===== src/rtl/pattern_tx.sv =====
// pattern_tx: serial pattern transmitter.
//
// Accepts a WIDTH-bit pattern plus a repeat count through a valid/ready load
// handshake and shifts it out MSB-first, one qualified bit per cycle. The
// frame is repeated repeat_cnt extra times, with GAP idle cycles between
// frames. A one-cycle done pulse follows the final bit of the final frame.
//
// Handshake: a load is accepted on a rising edge where load_valid and
// load_ready are both high. load_ready is high only in IDLE and is never
// high while busy. Loads offered while busy are dropped, not queued.
//
// Ports:
//   clk         system clock, rising edge
//   rst         synchronous reset, active-high
//   load_valid  pattern/repeat offered
//   load_ready  block accepts a load this cycle
//   pattern     pattern to send, sampled on accept
//   repeat_cnt  extra repetitions (frames = repeat_cnt + 1)
//   bit_out     serial data, MSB first (0 when bit_valid is low)
//   bit_valid   bit_out carries a frame bit
//   busy        high in SEND, GAP and DONE
//   done        one-cycle pulse after the final bit
//   dbg_state   current FSM state (0 IDLE, 1 SEND, 2 GAP, 3 DONE)
module pattern_tx #(
    parameter int WIDTH = 4,
    parameter int GAP   = 2,
    parameter int CNT_W = 4
) (
    input  logic             clk,
    input  logic             rst,
    input  logic             load_valid,
    output logic             load_ready,
    input  logic [WIDTH-1:0] pattern,
    input  logic [CNT_W-1:0] repeat_cnt,
    output logic             bit_out,
    output logic             bit_valid,
    output logic             busy,
    output logic             done,
    output logic [1:0]       dbg_state
);

    localparam int BW = $clog2(WIDTH);
    localparam int GW = (GAP > 1) ? $clog2(GAP) : 1;
    localparam logic [BW-1:0] BIT_LAST = BW'(WIDTH - 1);
    localparam logic [GW-1:0] GAP_LAST = GW'((GAP > 0) ? GAP - 1 : 0);

    typedef enum logic [1:0] {
        S_IDLE = 2'd0,
        S_SEND = 2'd1,
        S_GAP  = 2'd2,
        S_DONE = 2'd3
    } state_t;

    state_t           r_state;
    logic [WIDTH-1:0] r_hold;
    logic [WIDTH-1:0] r_shift;
    logic [BW-1:0]    r_bit_cnt;
    logic [GW-1:0]    r_gap_cnt;
    logic [CNT_W-1:0] r_rep_cnt;
    // Remembers that reset was high last cycle so load_ready stays low
    // until the cycle after reset is released, without a path from rst.
    logic             r_rst_q;

    state_t           w_state;
    logic [WIDTH-1:0] w_hold;
    logic [WIDTH-1:0] w_shift;
    logic [BW-1:0]    w_bit_cnt;
    logic [GW-1:0]    w_gap_cnt;
    logic [CNT_W-1:0] w_rep_cnt;
    logic             w_load_ready;

    assign w_load_ready = (r_state == S_IDLE) && !r_rst_q;

    always_comb begin
        w_state   = r_state;
        w_hold    = r_hold;
        w_shift   = r_shift;
        w_bit_cnt = r_bit_cnt;
        w_gap_cnt = r_gap_cnt;
        w_rep_cnt = r_rep_cnt;
        case (r_state)
            S_IDLE: begin
                if (load_valid && w_load_ready) begin
                    w_hold    = pattern;
                    w_shift   = pattern;
                    w_rep_cnt = repeat_cnt;
                    w_bit_cnt = BIT_LAST;
                    w_state   = S_SEND;
                end
            end
            S_SEND: begin
                w_shift   = r_shift << 1;
                w_bit_cnt = r_bit_cnt - BW'(1);
                if (r_bit_cnt == '0) begin
                    if (r_rep_cnt != '0) begin
                        if (GAP > 0) begin
                            w_state   = S_GAP;
                            w_gap_cnt = GAP_LAST;
                        end else begin
                            // Back-to-back frames: reload with no bubble.
                            w_shift   = r_hold;
                            w_rep_cnt = r_rep_cnt - CNT_W'(1);
                            w_bit_cnt = BIT_LAST;
                        end
                    end else begin
                        w_state = S_DONE;
                    end
                end
            end
            S_GAP: begin
                w_gap_cnt = r_gap_cnt - GW'(1);
                if (r_gap_cnt == '0) begin
                    w_shift   = r_hold;
                    w_rep_cnt = r_rep_cnt - CNT_W'(1);
                    w_bit_cnt = BIT_LAST;
                    w_state   = S_SEND;
                end
            end
            default: begin
                w_state = S_IDLE;
            end
        endcase
    end

    always_ff @(posedge clk) begin
        if (rst) begin
            r_state   <= S_IDLE;
            r_hold    <= '0;
            r_shift   <= '0;
            r_bit_cnt <= '0;
            r_gap_cnt <= '0;
            r_rep_cnt <= '0;
            r_rst_q   <= 1'b1;
        end else begin
            r_state   <= w_state;
            r_hold    <= w_hold;
            r_shift   <= w_shift;
            r_bit_cnt <= w_bit_cnt;
            r_gap_cnt <= w_gap_cnt;
            r_rep_cnt <= w_rep_cnt;
            r_rst_q   <= 1'b0;
        end
    end

    assign load_ready = w_load_ready;
    assign bit_valid  = (r_state == S_SEND);
    assign bit_out    = (r_state == S_SEND) && r_shift[WIDTH-1];
    assign busy       = (r_state != S_IDLE);
    assign done       = (r_state == S_DONE);
    assign dbg_state  = r_state;

endmodule


===== config.mk =====
export PLATFORM = sky130hd
export DESIGN_NAME = pattern_tx
export DESIGN_NICKNAME = d
export VERILOG_FILES = /design/src/rtl/pattern_tx.sv
export SDC_FILE = /design/constraint.sdc
export NUM_CORES = 1
export LEC_CHECK = 0
export CAP_MARGIN = 30
export CELL_PAD_IN_SITES_DETAIL_PLACEMENT = 2
export CELL_PAD_IN_SITES_GLOBAL_PLACEMENT = 2
export CORE_MARGIN = 2
export CORE_UTILIZATION = 32
export DETAILED_ROUTE_END_ITERATION = 16
export PLACE_DENSITY = 0.83
export SLEW_MARGIN = 10
export SYNTH_ARGS = -nofsm -noshare
export SYNTH_HDL_FRONTEND = slang
export SYNTH_SLANG_ARGS = --single-unit

===== constraint.sdc =====
create_clock -name clk -period 3.5 [get_ports clk]
set_input_delay 0.7 -clock clk [delete_from_list [all_inputs] [get_ports clk]]
set_output_delay 0.7 -clock clk [all_outputs]
set_load 0.05 [all_outputs]

==> flow_summary.json, run 1 <==
{
  "powerDensity_mw_per_mm2": 864.8,
  "cts.sinks": 18,
  "fillers": 342,
  "path_buf_inv": 2,
  "hp-class": "register to register",
  "clk_latency_ps": 300,
  "grt_pass1_wl_mm": 4.719,
  "fin_nets": 151,
  "postCtsHoldBufs": 0,
  "routed-via-count": 884,
  "synth_nets": 135,
  "numCtsBuffers": 3,
  "grt_start_max_net_pins": 20,
  "hold_depth": 2,
  "drt-pass1-iter-count": 4,
  "arrival_ps": 2300,
  "rrSetupSlack_ps": 1250,
  "avgSynthCellArea_um2": 8.491,
  "fp.dieW_um": 59.72,
  "die_area_mm2": 0.003566,
  "setup_tns_ps": 0,
  "netlist_instances": 117,
  "reg2regPathDepth": 6,
  "insertedDiodeCount": 0,
  "maxCapViolCount": 0,
  "ios": 18,
  "ant_nets": 0,
  "pwr-share-seq": 0.314,
  "p_leak_nw": 0.4973,
  "ir_drop_mv": 0.2519,
  "crit_chain": "inv_1, ha_1, nor2b_1, clkdlybuf4s50_1",
  "htreeDepth": 1,
  "finalCritPeriodShare": 0.8568,
  "holdPathEnd": "r_hold[0]",
  "fin_util": 0.4054,
  "p_clk_frac": 0.126,
  "crit_family": "buffers and inverters",
  "core_mm2": 0.003003,
  "ys_ff_latch": 18,
  "viasPerCell": 5.358,
  "power.switching_mw": 0.4895,
  "cts_root_buf": "clkbuf_4",
  "combPwrFrac": 0.561,
  "finalWirelength_mm": 2.782,
  "grt-ovfl-total": 0,
  "worstPathRequired_ps": 2800,
  "max_freq_mhz": 333.5,
  "ctsLongestPathBuffers": 2,
  "die_y_um": 59.72,
  "yosysSeqAreaShare": 0.3627,
  "clkTransAtPathRegs_ps": 110,
  "clock_skew_ps": 4.537,
  "yosysWarnings": 0,
  "drive_gt1_frac": 0.07576,
  "max_slew.worst_pin.slew_ps": 743.0,
  "routedWlPerCell_um": 16.86,
  "post-route-drc-count": 0,
  "hp-start": "r_hold[0]",
  "hpwlAfterDp_mm": 2.086,
  "drtIter0Drc": 21,
  "start_util": 0.3308,
  "finalSetupViolCount": 0,
  "min_period_ps": 2999,
  "first_global_vias": 1007,
  "cp_num_cells": 4,
  "p_int_mw": 0.5634,
  "status": "finished, final reports clean",
  "slew_headroom": 0.5031,
  "switching_share": 0.4649,
  "io_buffers": 17,
  "rsz0062_at_grt": "no",
  "post_cts_buffers": 0,
  "antenna_found_initial": 0,
  "critPathMaxFanout": 7,
  "start_kind": "register",
  "worst-setup-path-type": "register to output pin",
  "place_congestion": 0.7230,
  "fp-row-count": 20,
  "layout_commonest_cell": "dfxtp_1",
  "synth_cell_types": 32,
  "maxSlewViolCount": 0,
  "hold_viol": 0,
  "slowest_stage": "clkdlybuf4s50_1",
  "synthToLayoutAreaGrowth_pct": 22.54,
  "cts_resized": 0,
  "max_stage_delay_ps": 850,
  "cts_tree": "done",
  "grt_usage": 0.1778,
  "r2r-end": "r_rep_cnt[0]",
  "netlist_area_um2": 993.5,
  "endpoint_kind": "output pin",
  "final_cell_mix": "18 x dfxtp_1, 17 x clkdlybuf4s50_1, 15 x nor2_1",
  "r2r-start": "dbg_state[0]"
}
## cell type report
cell class                      count  area, µm²  share of cell area
Sequential cell                    18      360.3              0.2960
Multi-Input combinational cell     82      568.0              0.4666
Inverter                           11      41.29             0.03392
Tap cell                           33      41.29             0.03392
Clock buffer                        4      36.28             0.02980
Timing Repair Buffer               17      170.2              0.1398
## layer usage
layer  GRT usage  part of all wire  vias to the layer above
li1            -                 -                      432
met1      0.2079              0.42                      435
met2      0.3214              0.54                       15
met3     0.04113             0.027                        2
met4     0.04762            0.0086                        0
met5           0                 0                        -
## cell usage after synthesis (all sizes together)
master,instances,share of area
dfxtp,18,0.36
nor2,15,0.057
inv,11,0.042
a21oi,10,0.050
ha,7,0.088
mux2i,7,0.071
a211oi,5,0.055
nand2b,5,0.031
clkbuf,4,0.015
nand2,4,0.015
o21ai,4,0.020
a22oi,3,0.023
nand3,3,0.015
a21bo,2,0.020
a311oi,2,0.018
a31o,2,0.018
and2,2,0.015
buf,2,0.0088
nor2b,2,0.013
nor3,2,0.010
a21boi,1,0.0076
a221oi,1,0.0088
and3,1,0.0063
nand3b,1,0.0076
nor4,1,0.0063
o31ai,1,0.0076
or3b,1,0.0088
## cell families after synthesis
kind of cell | Yosys count | synth area share
simple gates | 37 | 0.1851
mux | 7 | 0.07053
compound gates | 31 | 0.2280
buf+inv | 17 | 0.06548
flops | 18 | 0.3627
fa+ha+maj | 7 | 0.08816
## worst register-to-register path, cell delays in order, from the launching register on
cell	delay [ps]
dfxtp_1	370
inv_1	120
ha_1	560
nor2_1	160
a211oi_2	550
o21ai_0	210
a21oi_1	200
## worst max-delay path by stage
stage / slack (ps) / from / end
4_1_cts: 460 / dbg_state[0] / load_ready
6_report: 500 / dbg_state[0] / load_ready
3_3_place_gp: 940 / dbg_state[0] / load_ready
5_1_grt: 320 / dbg_state[0] / load_ready
2_1_floorplan: 790 / dbg_state[0] / bit_out
3_5_place_dp: 840 / dbg_state[0] / load_ready
## flip-flops by register name (all words and copies together) (netlist names)
signal / count
r_hold: 4
r_rep_cnt: 4
r_shift: 4
dbg_state: 2
r_bit_cnt: 2
r_gap_cnt: 1
r_rst_q: 1
## stage by stage
stage	area [µm²]	cells	hold slack [ps]	power [mW]	setup WS [ps]
global placement	1181	161	452.2	0.8839	943.4
floorplan	993.5	117	436.6	0.7518	787.6
global route	1217	165	515.4	1.139	319.3
finish	1217	165	490.3	1.053	501.3
detailed placement	1181	161	475.1	0.9297	837.4
CTS	1217	165	493.6	1.069	460.7
## power by group through the flow
stage | combinational (mW) | clock [mW] | sequential, mW
2_1_floorplan | 0.407 | 0 | 0.344
3_3_place_gp | 0.559 | 0 | 0.325
3_5_place_dp | 0.596 | 0 | 0.334
4_1_cts | 0.602 | 0.136 | 0.331
5_1_grt | 0.656 | 0.143 | 0.340
6_report | 0.590 | 0.132 | 0.330
(Power assumes the default switching activity.)
==> run 2, diff against run 1 <==
--- a/config.mk
+++ b/config.mk
@@ -12,7 +12,6 @@
 export CORE_UTILIZATION = 32
 export DETAILED_ROUTE_END_ITERATION = 16
 export PLACE_DENSITY = 0.83
-export SLEW_MARGIN = 10
 export SYNTH_ARGS = -nofsm -noshare
 export SYNTH_HDL_FRONTEND = slang
 export SYNTH_SLANG_ARGS = --single-unit
==> results of run 2 <==
Final layout, timing and power as in run 1 (identical DEF).
